$ cat src/rtl/shift_arb_pkg.sv
// Shared widths, source encodings and payload types for the shift arbiter.
package shift_arb_pkg;

  localparam int unsigned MANT_W  = 24;
  localparam int unsigned SHAMT_W = 5;
  localparam int unsigned GUARD_W = 1 << SHAMT_W;

  localparam logic SRC_A = 1'b0;
  localparam logic SRC_B = 1'b1;

  typedef struct packed {
    logic [MANT_W-1:0]  mant;
    logic [SHAMT_W-1:0] nshift;
  } job_t;

  typedef struct packed {
    logic              valid;
    logic [MANT_W-1:0] mant;
    logic              sticky;
    logic              src;
  } res_t;

endpackage

$ cat src/rtl/shift_arb_rshift24.sv
// Combinational 24-bit logical right shifter with sticky-bit collection.
module rshift24
  import shift_arb_pkg::*;
(
  input  logic [MANT_W-1:0]  mant,
  input  logic [SHAMT_W-1:0] nshift,
  output logic [MANT_W-1:0]  res,
  output logic               sticky
);

  localparam int unsigned EXT_W = MANT_W + GUARD_W;

  logic [EXT_W-1:0] ext;

  // Guard field is wide enough that no shifted-out bit is ever lost, so
  // sticky is simply the OR of everything below the mantissa field.
  always_comb begin
    ext    = {mant, GUARD_W'(0)} >> nshift;
    res    = ext[EXT_W-1 -: MANT_W];
    sticky = |ext[GUARD_W-1:0];
  end

endmodule

$ cat src/rtl/shift_arb.sv
// Two-requester round-robin arbiter sharing one right shifter, with a
// single-entry registered result stage.
module shift_arb
  import shift_arb_pkg::*;
#(
  parameter logic RR_INIT = 1'b0
) (
  input  logic               clk,
  input  logic               rst,
  input  logic               a_valid,
  output logic               a_ready,
  input  logic [MANT_W-1:0]  a_mant,
  input  logic [SHAMT_W-1:0] a_nshift,
  input  logic               b_valid,
  output logic               b_ready,
  input  logic [MANT_W-1:0]  b_mant,
  input  logic [SHAMT_W-1:0] b_nshift,
  output logic               res_valid,
  input  logic               res_ready,
  output logic [MANT_W-1:0]  res_mant,
  output logic               res_sticky,
  output logic               res_src
);

  logic ptr_q;
  logic ptr_d;
  res_t res_q;

  logic can_accept;
  logic grant_a;
  logic grant_b;
  job_t job;

  logic [MANT_W-1:0] sh_mant;
  logic              sh_sticky;

  // Priority pointer register
  always_ff @(posedge clk) begin
    if (rst) begin
      ptr_q <= RR_INIT;
    end else begin
      ptr_q <= ptr_d;
    end
  end

  // Pointer moves to the loser after a grant, holds otherwise
  always_comb begin
    ptr_d = ptr_q;
    if (grant_a) begin
      ptr_d = SRC_B;
    end else if (grant_b) begin
      ptr_d = SRC_A;
    end
  end

  // Grant decode and operand select
  always_comb begin
    can_accept = !res_q.valid || res_ready;
    grant_a    = 1'b0;
    grant_b    = 1'b0;
    job        = '0;
    if (!rst && can_accept) begin
      grant_a = a_valid && (!b_valid || (ptr_q == SRC_A));
      grant_b = b_valid && (!a_valid || (ptr_q == SRC_B));
    end
    if (grant_b) begin
      job.mant   = b_mant;
      job.nshift = b_nshift;
    end else begin
      job.mant   = a_mant;
      job.nshift = a_nshift;
    end
    a_ready = grant_a;
    b_ready = grant_b;
  end

  rshift24 u_rshift (
    .mant   (job.mant),
    .nshift (job.nshift),
    .res    (sh_mant),
    .sticky (sh_sticky)
  );

  // Result stage: load on grant, drain on consume, hold under backpressure
  always_ff @(posedge clk) begin
    if (rst) begin
      res_q <= '0;
    end else if (grant_a || grant_b) begin
      res_q.valid  <= 1'b1;
      res_q.mant   <= sh_mant;
      res_q.sticky <= sh_sticky;
      res_q.src    <= grant_b ? SRC_B : SRC_A;
    end else if (res_ready) begin
      res_q.valid <= 1'b0;
    end
  end

  assign res_valid  = res_q.valid;
  assign res_mant   = res_q.mant;
  assign res_sticky = res_q.sticky;
  assign res_src    = res_q.src;

endmodule

$ cat config.mk
export PLATFORM = sky130hd
export DESIGN_NAME = shift_arb
export DESIGN_NICKNAME = d
export VERILOG_FILES = /design/src/rtl/shift_arb_pkg.sv /design/src/rtl/shift_arb_rshift24.sv /design/src/rtl/shift_arb.sv
export SDC_FILE = /design/constraint.sdc
export NUM_CORES = 1
export LEC_CHECK = 0
export ABC_AREA = 1
export BUFFER_PORTS_ARGS = -buffer_cell sky130_fd_sc_hd__buf_4
export CAP_MARGIN = 30
export CORE_UTILIZATION = 53
export DETAILED_ROUTE_END_ITERATION = 16
export GPL_ROUTABILITY_DRIVEN = 0
export PLACE_DENSITY_LB_ADDON = 0.3
export SLEW_MARGIN = 20
export SYNTH_ARGS = -nofsm -noshare
export SYNTH_HDL_FRONTEND = slang
export SYNTH_SLANG_ARGS = --single-unit
$ cat constraint.sdc
create_clock -name clk -period 3.2 [get_ports clk]
set_clock_uncertainty 0.15 [all_clocks]
set_input_delay 0.48 -clock clk [delete_from_list [all_inputs] [get_ports clk]]
set_output_delay 0.48 -clock clk [all_outputs]
set_load 0.02 [all_outputs]
==> flow_metrics.tcl <==
set metrics [dict create \
    ys_dominant_reg_cell "sky130_fd_sc_hd__dfxtp_1" \
    worst_setup_path_endpoint "res_sticky" \
    boundaryPins 92 \
    rows 26 \
    power.density_cell_area_nw_per_um2 350 \
    path_class "register to register" \
    net_count_final 648 \
    power.switching_uw 486 \
    postSynthCellCount 512 \
    grt_remaining_overflow 0 \
    grt_first_pass_wirelength_um 13400 \
    worstRegToRegCells 15 \
    cp-startpoint "res_valid" \
    first_iter_violations 319 \
    asyncSetResetFlopFracSynth_pct 0 \
    drt_pass1_iterations 5 \
    regArea_sq_um 561 \
    die_w_um 74.8 \
    grt_util_met3_pct 4.95 \
    preCtsSetupSlack_ps 195 \
    vias_in_the_first_global_route 3222 \
    synthesis.nets 575 \
    diodes 0 \
    finalHoldWorstSlack_ps 320 \
    dpl.cell_count 650 \
    timing.setup.tns_ps 0 \
    grt.total_usage_pct 29.9 \
    globalRouteMet1Util_pct 36.7 \
    synth-seq-cells 28 \
    place_area_sq_um 3470 \
    setup_ws_ps 421 \
    worst-endpoint-arrival_ps 2800 \
    dpl.hpwl_um 6330 \
    floorplan.die.height_um 74.8 \
    synthTopCellsByArea "sky130_fd_sc_hd__nand2_1 26%, sky130_fd_sc_hd__nand3_1 20%, sky130_fd_sc_hd__dfxtp_1 20%" \
    final_design_area_no_fill_sq_um 3540 \
    grt_antenna_before_repair 0 \
    worstSetupStartpointType "register" \
    synth_area_sq_um 2810 \
    cts.clk_slew.worst_paths_ps 100 \
    timing.final.crit_period_ps 2780 \
    detail-route-antenna-nets 0 \
    worstReg2RegEnd "res_sticky" \
    power_frac_clock_pct 22.3 \
    synth-seq-area-share_pct 20.0 \
    worst_slew_pin_slew_ps 747 \
    detail_route.drc_violations 0 \
    outcome "finished, final reports clean" \
    max_capacitance_violation_total 0 \
    cts-root-to-sink-buffers 2 \
    grt_setup_unrepaired "no" \
    syn-mean-instance-area_sq_um 5.48 \
    initial_core_util_pct 55.0 \
    power.sequential.fraction_pct 30.9 \
    cts_tree "built" \
    path_max_fanout 22 \
    tritoncts_buffers 3 \
    core-area_sq_um 5110 \
    cts_resized 0 \
    critical_path.endpoint_type "register" \
    finalNonFillerCells 654 \
    pwr-share-comb_pct 46.8 \
    synth.most_common_cell "sky130_fd_sc_hd__nand2_1" \
    fill_cells 496 \
    report.final.setup_viol 0 \
    r2r_setup_slk_ps 420 \
    critPathRequiredTime_ps 3220 \
    flow.area_growth_from_synthesis_pct 26.2 \
    grt_max_degree 29 \
    via_count 3582 \
    max-vdd-ir-drop_mv 0.319 \
    die_area_sq_um 5590 \
    number_of_buffers_inserted_for_hold_repair_after_clock_tree_synthesis 0 \
    io_buffers 91 \
    hold_violations 0 \
    postCtsSetupRepairBufs 0 \
    drt_via_density 5.48 \
    post_route_cells_drive_above_1_share_pct 20.2 \
    cts_htree_levels 1 \
    cts.sinks 28 \
    power_switching_share_pct 39.1 \
    maxSlewHeadroom_pct 50.0 \
    synth_top_cell_area_share_pct 25.5 \
    total_leakage_power_nw 1.83 \
    final.period_utilization_pct 86.8 \
    intPower_uw 755 \
    synthDistinctLibCells 28 \
    synth_enable_flop_cells 0 \
    reg2reg_from "res_valid" \
    clock-root-buffer "sky130_fd_sc_hd__clkbuf_8" \
    wl_per_cell_um 12.4 \
    clkLatencyLatePin_ps 270 \
    timing.fmax_mhz 360 \
    global_route.peak_usage_layer "met2" \
    timing.final.max_slew_violations 0 \
    synth.top_cells.by_count "191 x sky130_fd_sc_hd__nand2_1, 114 x sky130_fd_sc_hd__nand3_1, 33 x sky130_fd_sc_hd__inv_1" \
    use_met2_pct 55.3 \
    postRouteWirelength_um 8100 \
    synthDominantAreaCellType "sky130_fd_sc_hd__nand2_1" \
    multiInputGateArea_sq_um 1950 \
    hold_path.class "input port to register" \
    synth.yosys.warnings 0 \
]
power groups by stage:
stage / Sequential, mW / Clock, mW / Combinational (mW)
final: 0.384 / 0.276 / 0.581
after global routing: 0.386 / 0.292 / 0.650
after CTS: 0.384 / 0.278 / 0.572
after detailed placement: 0.391 / 0 / 0.570
after global placement: 0.391 / 0 / 0.559
after floorplan: 0.415 / 0 / 0.378
cell type report:
class                      count  area share [%]
inverter                      39            4.13
clock buffer                   3            1.16
tap                           70            2.47
clock inverter                 1           0.847
multi-input combinational    416            55.0
timing repair buffer          97            20.5
sequential                    28            15.8
flip-flops by register name, summed over array words and instances (netlist names):
register,count
res_src,1
res_mant,24
res_valid,1
res_sticky,1
ptr_q,1
metrics by stage:
stage,total power [mW],util [%]
finish,1.24,69.4
global route,1.33,69.4
CTS,1.23,69.4
detailed placement,0.962,68.0
global placement,0.950,68.0
floorplan,0.794,-
placed cells by master, fill, tap and decap left out, drive strengths merged:
master and count:
clkinv 1, bufinv 1, inv 38, nand2 194, dfxtp 28, or2 2, o21ai 19, nor3 2
nand4 3, nor2 25, o211ai 1, buf 97, clkbuf 3, a22oi 1, nand3b 20, a31oi 5
a21oi 29, nand3 114, and2 1
worst max-delay path, stage by stage (launching register included):
cell and delay (ps):
sky130_fd_sc_hd__dfxtp_1 420, sky130_fd_sc_hd__a21oi_4 80, sky130_fd_sc_hd__nand2_2 240, sky130_fd_sc_hd__clkinv_1 210, sky130_fd_sc_hd__nand2_1 100, sky130_fd_sc_hd__nand2_1 410, sky130_fd_sc_hd__nand3_1 280, sky130_fd_sc_hd__nand3_1 150
sky130_fd_sc_hd__nand3_1 130, sky130_fd_sc_hd__nand2_1 80, sky130_fd_sc_hd__nor2_1 120, sky130_fd_sc_hd__nand2_1 60, sky130_fd_sc_hd__nor2_1 100, sky130_fd_sc_hd__nand2_1 60, sky130_fd_sc_hd__nand2_1 50, sky130_fd_sc_hd__a21oi_1 60
worst min path at each step:
| stage | startpoint | endpoint | slack, ps | cells after the start |
|---|---|---|---|---|
| floorplan | ptr_q | ptr_q | 330 | 2 |
| global placement | res_mant[23] | res_mant[23] | 310 | 2 |
| detailed placement | res_mant[20] | res_mant[20] | 310 | 2 |
| CTS | res_ready | res_valid | 310 | 4 |
| global route | res_mant[22] | res_mant[22] | 350 | 2 |
| finish | res_ready | res_valid | 320 | 4 |
per-layer routing:
| layer | vias up | share of wire (%) |
|---|---|---|
| li1 | 1826 | - |
| met2 | 143 | 50 |
| met5 | - | 0 |
| met4 | 0 | 1.2 |
| met1 | 1599 | 43 |
| met3 | 14 | 6.5 |
cell families (layout without fill, tap and decap cells):
logic type             count (synthesis)  after routing  share of synthesized area (%)
AOI/OAI and AO/OA                     55             55                           12.2
and+or+nand+nor                      361            361                           57.3
DFF                                   28             28                           20.0
buffers and inverters                 68            140                           10.6
No activity file was read; power rests on OpenSTA's default activity.
